File: config.mk
export PLATFORM = sky130hd
export DESIGN_NAME = eth_link_reset_seq
export DESIGN_NICKNAME = d
export VERILOG_FILES = /design/src/rtl/eth_link_reset_seq.sv
export SDC_FILE = /design/constraint.sdc
export NUM_CORES = 1
export LEC_CHECK = 0
export BUFFER_PORTS_ARGS = -buffer_cell sky130_fd_sc_hd__buf_2
export CAP_MARGIN = 30
export CORE_AREA = 5 5 78 80
export DETAILED_ROUTE_END_ITERATION = 8
export DIE_AREA = 0 0 83 85
export PLACE_DENSITY = 0.65
export SYNTH_ARGS = -nofsm -noshare
export SYNTH_HDL_FRONTEND = slang
export SYNTH_SLANG_ARGS = --single-unit
export TNS_END_PERCENT = 1
File: constraint.sdc
create_clock -name i_reconfig_clk -period 5.11 [get_ports i_reconfig_clk]
set_input_delay 1.022 -clock i_reconfig_clk [delete_from_list [all_inputs] [get_ports i_reconfig_clk]]
set_output_delay 1.022 -clock i_reconfig_clk [all_outputs]
set_load 0.1 [all_outputs]
File: src/rtl/eth_link_reset_seq.sv
// Ethernet MAC link reset sequencer.
// Walks the MAC through csr -> tx -> rx reset release. Each stage waits on
// synchronized status, with a per-stage timeout and a bounded retry budget.
module eth_link_reset_seq #(
    parameter int HOLD_CYCLES    = 16,
    parameter int TIMEOUT_CYCLES = 1000000,
    parameter int MAX_RETRIES    = 7
) (
    input  logic       i_reconfig_clk,
    input  logic       i_reconfig_reset,
    input  logic       i_restart,
    input  logic       i_tx_pll_locked,
    input  logic       i_cdr_lock,
    input  logic       i_ehip_ready,
    input  logic       i_tx_lanes_stable,
    input  logic       i_rx_pcs_ready,
    output logic       o_csr_rst_n,
    output logic       o_tx_rst_n,
    output logic       o_rx_rst_n,
    output logic       o_link_up,
    output logic       o_fail,
    output logic [2:0] o_state,
    output logic [3:0] o_retry_cnt
);

    localparam int TMAX = (TIMEOUT_CYCLES > HOLD_CYCLES) ? TIMEOUT_CYCLES : HOLD_CYCLES;
    localparam int TW   = $clog2(TMAX + 1);

    localparam logic [TW-1:0] HOLD_LAST    = TW'(HOLD_CYCLES - 1);
    localparam logic [TW-1:0] TIMEOUT_LAST = TW'(TIMEOUT_CYCLES - 1);
    localparam logic [TW-1:0] TIMER_TOP    = {TW{1'b1}};
    localparam logic [3:0]    RETRY_LIMIT  = 4'(MAX_RETRIES);

    // Bit positions of the status bundle
    localparam int PLL   = 4;
    localparam int CDR   = 3;
    localparam int EHIP  = 2;
    localparam int LANES = 1;
    localparam int PCS   = 0;

    typedef enum logic [2:0] {
        RESET_ALL = 3'd0,
        WAIT_EHIP = 3'd1,
        WAIT_TX   = 3'd2,
        WAIT_RX   = 3'd3,
        LINK_UP   = 3'd4,
        RX_RETRY  = 3'd5,
        FAIL      = 3'd6
    } state_t;

    logic [4:0] status_raw;
    logic [4:0] sync1_reg;
    logic [4:0] sync2_reg;

    state_t         state_reg, state_next;
    logic [TW-1:0]  timer_reg, timer_next;
    logic [3:0]     retry_reg, retry_next;
    logic           exit_ok;
    logic           in_wait;

    logic csr_rst_n_reg, csr_rst_n_next;
    logic tx_rst_n_reg,  tx_rst_n_next;
    logic rx_rst_n_reg,  rx_rst_n_next;
    logic link_up_reg,   link_up_next;
    logic fail_reg,      fail_next;

    assign status_raw = {i_tx_pll_locked, i_cdr_lock, i_ehip_ready,
                         i_tx_lanes_stable, i_rx_pcs_ready};

    // Two-flop synchronizer per asynchronous status input
    generate
        for (genvar gi = 0; gi < 5; gi++) begin : g_sync
            always_ff @(posedge i_reconfig_clk) begin
                if (i_reconfig_reset) begin
                    sync1_reg[gi] <= 1'b0;
                    sync2_reg[gi] <= 1'b0;
                end else begin
                    sync1_reg[gi] <= status_raw[gi];
                    sync2_reg[gi] <= sync1_reg[gi];
                end
            end
        end
    endgenerate

    // State, timer, retry counter and registered outputs
    always_ff @(posedge i_reconfig_clk) begin
        if (i_reconfig_reset) begin
            state_reg     <= RESET_ALL;
            timer_reg     <= '0;
            retry_reg     <= '0;
            csr_rst_n_reg <= 1'b0;
            tx_rst_n_reg  <= 1'b0;
            rx_rst_n_reg  <= 1'b0;
            link_up_reg   <= 1'b0;
            fail_reg      <= 1'b0;
        end else begin
            state_reg     <= state_next;
            timer_reg     <= timer_next;
            retry_reg     <= retry_next;
            csr_rst_n_reg <= csr_rst_n_next;
            tx_rst_n_reg  <= tx_rst_n_next;
            rx_rst_n_reg  <= rx_rst_n_next;
            link_up_reg   <= link_up_next;
            fail_reg      <= fail_next;
        end
    end

    // Next-state, timer and retry logic; restart beats everything else
    always_comb begin
        state_next = state_reg;
        retry_next = retry_reg;
        exit_ok    = 1'b0;
        in_wait    = 1'b0;

        case (state_reg)
            RESET_ALL: if (timer_reg == HOLD_LAST) state_next = WAIT_EHIP;
            WAIT_EHIP: begin
                in_wait = 1'b1;
                exit_ok = sync2_reg[EHIP] & sync2_reg[PLL];
                if (exit_ok) state_next = WAIT_TX;
            end
            WAIT_TX: begin
                in_wait = 1'b1;
                exit_ok = sync2_reg[LANES] & sync2_reg[CDR];
                if (exit_ok) state_next = WAIT_RX;
            end
            WAIT_RX: begin
                in_wait = 1'b1;
                exit_ok = sync2_reg[PCS];
                if (exit_ok) state_next = LINK_UP;
            end
            LINK_UP: begin
                if (!sync2_reg[PLL])      state_next = RESET_ALL;
                else if (!sync2_reg[PCS]) state_next = RX_RETRY;
            end
            RX_RETRY:  if (timer_reg == HOLD_LAST) state_next = WAIT_TX;
            FAIL:      state_next = FAIL;
            default:   state_next = RESET_ALL;
        endcase

        // Timeout only when the exit condition did not fire this cycle
        if (in_wait && !exit_ok && (timer_reg == TIMEOUT_LAST)) begin
            retry_next = (retry_reg >= RETRY_LIMIT) ? RETRY_LIMIT : retry_reg + 4'd1;
            if (retry_next == RETRY_LIMIT)  state_next = FAIL;
            else if (state_reg == WAIT_RX)  state_next = RX_RETRY;
            else                            state_next = RESET_ALL;
        end

        if (i_restart) begin
            state_next = RESET_ALL;
            retry_next = '0;
        end

        // Timer restarts on every state entry; saturates while parked
        if (i_restart || (state_next != state_reg))
            timer_next = '0;
        else if (timer_reg == TIMER_TOP)
            timer_next = timer_reg;
        else
            timer_next = timer_reg + 1'b1;
    end

    // Output decode from the next state so outputs move with o_state
    always_comb begin
        csr_rst_n_next = 1'b0;
        tx_rst_n_next  = 1'b0;
        rx_rst_n_next  = 1'b0;
        link_up_next   = 1'b0;
        fail_next      = 1'b0;
        case (state_next)
            WAIT_EHIP: csr_rst_n_next = 1'b1;
            WAIT_TX, RX_RETRY: begin
                csr_rst_n_next = 1'b1;
                tx_rst_n_next  = 1'b1;
            end
            WAIT_RX: begin
                csr_rst_n_next = 1'b1;
                tx_rst_n_next  = 1'b1;
                rx_rst_n_next  = 1'b1;
            end
            LINK_UP: begin
                csr_rst_n_next = 1'b1;
                tx_rst_n_next  = 1'b1;
                rx_rst_n_next  = 1'b1;
                link_up_next   = 1'b1;
            end
            FAIL:    fail_next = 1'b1;
            default: ;
        endcase
    end

    assign o_csr_rst_n = csr_rst_n_reg;
    assign o_tx_rst_n  = tx_rst_n_reg;
    assign o_rx_rst_n  = rx_rst_n_reg;
    assign o_link_up   = link_up_reg;
    assign o_fail      = fail_reg;
    assign o_state     = state_reg;
    assign o_retry_cnt = retry_reg;

endmodule

==> implementation parameters <==
Parameter                              Value

Clock tree
  Inserted Clock Buffers ... 5
  Hold buffer count at CTS ... 0
  Clock slew at the register clock pins of the worst setup and hold paths ... about 0.08 ns
  CTS tree ... built
  Post-CTS setup buffer count ... 0
  TritonCTS sink count ... 42
  CTS HTree Levels ... 2
  Count of instances resized after the clock tree is built ... 0
  Worst-skew pair later-pin latency ... approximately 0.30 ns
  Buffer depth of the longest clock path ... 2
  Root Driver ... sky130_fd_sc_hd__clkbuf_8

Worst setup path
  Worst flop-to-flop path endpoint ... timer_reg[9]
  CP endpoint kind ... register
  CP required ... 5.29 ns
  Arrival time at the worst endpoint ... 2.86 ns
  Sort of element at the start of the critical path ... register
  Slack of the worst reg-to-reg path ... approximately 2.4 ns
  Biggest fanout along the worst timing path ... 13
  Count of cells along the worst register-to-register path ... 8
  Critical path class ... reg -> reg
  R2r startpoint ... timer_reg[0]

Placed design
  Number of cells in the design after placement ... between 300 and 400
  RD Place Congestion ... 0.7998
  HPWL after detailed placement ... about 2.8 mm
  Port Buffers ... 19

STA
  Number of slew-limit violations in the final report ... 0
  Worst relative slew slack ... a little under three fifths
  Final clock period utilization by the worst path ... a little over half
  Clock Skews ... approximately 0.011 ns
  Final hold violation count ... 0
  Setup TNS ... 0 ns
  Tightest Pin Transition ... between 0.6 and 0.7 ns
  Final setup violating endpoints ... 0
  Worst hold slack ... approximately 0.44 ns
  Setup repair after global routing missed its margin ... no
  Peak clock frequency supported by timing ... between 300 and 400 MHz
  Minimum clock period after layout ... about 2.7 ns

Drt
  Routed WL ... 3.934 mm
  Routed length per instance ... 12.14 um
  Length of the first detailed-routing pass in iterations ... 4
  Final routed DRC violation total ... 0
  Overall via count from detail_route ... 1583
  Routed vias/inst ... 4.886
  Final antenna-violating net count ... 0
  Count of routing violations after the opening detailed-route iteration ... 64

Floorplan
  Number of ports placed on the die boundary ... 20
  Core region area ... 0.005338 mm2
  Die Footprint ... ~0.007 mm2
  Chip height ... between 80 and 90 um
  X dimension of the die ... about 83 um
  Starting density of the core ... a little under two fifths
  Placement row count ... 27

Pwr
  Net Sw Power ... roughly 130 uW
  Internal ... between 400 and 500 uW
  Total leakage power ... approximately 0.00091 uW
  Combinational share of power ... approximately 2.4%
  Max rail drop VDD ... between 0.1 and 0.15 mV
  Share of total power consumed by net switching ... between 20% and 30%
  Power share of the clock group ... 42.9%
  Overall Power ... just over 600 uW
  Seq pwr share ... approximately 55%
  PD cells ... 265.3 mW/mm2

GRT
  Initial antenna violation count ... 0
  Wire length of the first global-routing pass ... around 6.7 mm
  Largest net degree at the start of global routing ... 21
  Leftover overflow at the end of global routing ... 0
  Vias in the first global route ... approximately 1400
  Overall fraction of global-route tracks in use ... between 10 and 15%

Layout
  # diodes ... 0
  Fin nets ... 261
  Count of non-filler cells in the finished layout ... approximately 320
  Max reg flops ... 20
  Highest-count cells in the layout ignoring fill and taps ... 42 x sky130_fd_sc_hd__dfxtp_1, 35 x sky130_fd_sc_hd__nor2_1, 19 x sky130_fd_sc_hd__buf_2
  Most common cell after layout, fill and taps aside ... sky130_fd_sc_hd__dfxtp_1
  Layout overhead on the synthesized area ... 13.34%
  Post-layout utilization of the core ... around 43%
  Share of cells above drive strength 1 ... between 10% and 20%

Worst hold path
  Worst Hold Launch ... sync1_reg[1]
  Kind of path behind the tightest hold check ... reg -> reg
  Endpoint, Worst Hold ... sync2_reg[1]
  Min-Delay Path Depth ... 1

Synth
  Area of the mapped netlist ... 0.002026 mm2
  Top cells by area, synth ... sky130_fd_sc_hd__dfxtp_1 42%, sky130_fd_sc_hd__nor2_1 6.5%, sky130_fd_sc_hd__xor2_1 5.6%
  Synthesis Warnings ... 0
  Area fraction of the dominant cell type after synthesis ... about two fifths
  Dominant synthesized flop cell ... sky130_fd_sc_hd__dfxtp_1
  Post-Syn Instances ... about 230
  Unique masters post-synth ... 51
  Average instance area after synthesis ... slightly below 9 um2
  Cell type with the highest aggregate area in the netlist ... sky130_fd_sc_hd__dfxtp_1
  Post-synthesis register bit count ... 42
  Async SR Flop Fraction ... 0%
  Syn nets ... 242
  Sequential element share of the synthesized area ... approximately 42%
  Number of enable flip-flop cells after synthesis ... 0

Job
  Max-capacitance violation count ... 0

Outcome
  Run status ... finished, final reports clean
-- cells by family (layout without fill, tap and decap cells) --
family,Yosys count,after routing,share of synthesized area [%]
simple gates,119,119,32.67
flops,42,42,41.51
compound gates,30,30,9.945
xor+xnor,18,18,7.783
buf+inv,12,32,2.347
mux,8,8,4.015
fa+ha+maj,3,3,1.729
-- per-stage QoR --
step | setup slack [ns] | instance area, um2
after global placement | 2.454 | 2186
after CTS | 2.413 | 2296
after global routing | 2.179 | 2296
final | 2.431 | 2296
after floorplan | 1.892 | 2026
after detailed placement | 2.448 | 2186
-- worst max-delay path by stage --
stage                        start             to  cells after the start
finish                timer_reg[0]   timer_reg[9]                      8
CTS                 o_retry_cnt[0]  timer_reg[10]                      9
detailed placement  o_retry_cnt[0]  timer_reg[18]                      9
global route          timer_reg[0]   timer_reg[6]                      8
global placement    o_retry_cnt[0]  timer_reg[18]                      9
floorplan           o_retry_cnt[0]  timer_reg[10]                      9
-- synthesized netlist by cell type (3+ instances only) --
library cell and instances:
sky130_fd_sc_hd__nand4_1 7, sky130_fd_sc_hd__nand2_1 17, sky130_fd_sc_hd__nand3_1 7, sky130_fd_sc_hd__nor3_1 3, sky130_fd_sc_hd__dfxtp_1 42, sky130_fd_sc_hd__and3_1 5
sky130_fd_sc_hd__or3_1 3, sky130_fd_sc_hd__xnor2_1 5, sky130_fd_sc_hd__a21oi_1 10, sky130_fd_sc_hd__nand4b_1 4, sky130_fd_sc_hd__nor2_1 35, sky130_fd_sc_hd__clkbuf_1 4
sky130_fd_sc_hd__inv_1 4, sky130_fd_sc_hd__nand3b_1 3, sky130_fd_sc_hd__xor2_1 13, sky130_fd_sc_hd__mux2i_1 7, sky130_fd_sc_hd__nand2b_1 7, sky130_fd_sc_hd__nor2b_1 11
-- worst max-delay path, cell delays in order (launching register included) --
cell	delay (ns)
sky130_fd_sc_hd__dfxtp_1	0.37
sky130_fd_sc_hd__ha_1	0.20
sky130_fd_sc_hd__nand2_1	0.11
sky130_fd_sc_hd__nor3_1	0.56
sky130_fd_sc_hd__nand3b_1	0.54
sky130_fd_sc_hd__and4_1	0.46
sky130_fd_sc_hd__nand3_1	0.12
sky130_fd_sc_hd__xor2_1	0.16
sky130_fd_sc_hd__nor2_1	0.05
-- final cells by class --
class                      instances  area (um2)
fill                             575        3042
multi-input combinational        178        1137
sequential                        42       840.8
timing repair buffer              20       102.6
tap                               72       90.09
clock buffer                       6       72.57
clock inverter                     2       37.54
inverter                           4       15.01
-- routing by layer --
metal / vias to the layer above / wire length [um] / track usage, %
met3: 9 / 138 / 3.495
li1: 845 / - / -
met2: 20 / 1769 / 18.29
met1: 709 / 1956 / 14.39
met5: - / 0 / 0
met4: 0 / 69 / 4.903
-- power groups by stage --
| stage | clock [uW] | sequential (uW) | combinational [uW] |
|---|---|---|---|
| floorplan | 0 | 341 | 9.81 |
| global placement | 0 | 341 | 14.2 |
| detailed placement | 0 | 341 | 14.4 |
| CTS | 268 | 333 | 14.6 |
| global route | 282 | 334 | 16.1 |
| finish | 261 | 333 | 14.5 |
Note: power is estimated with default switching activity, not from simulation.
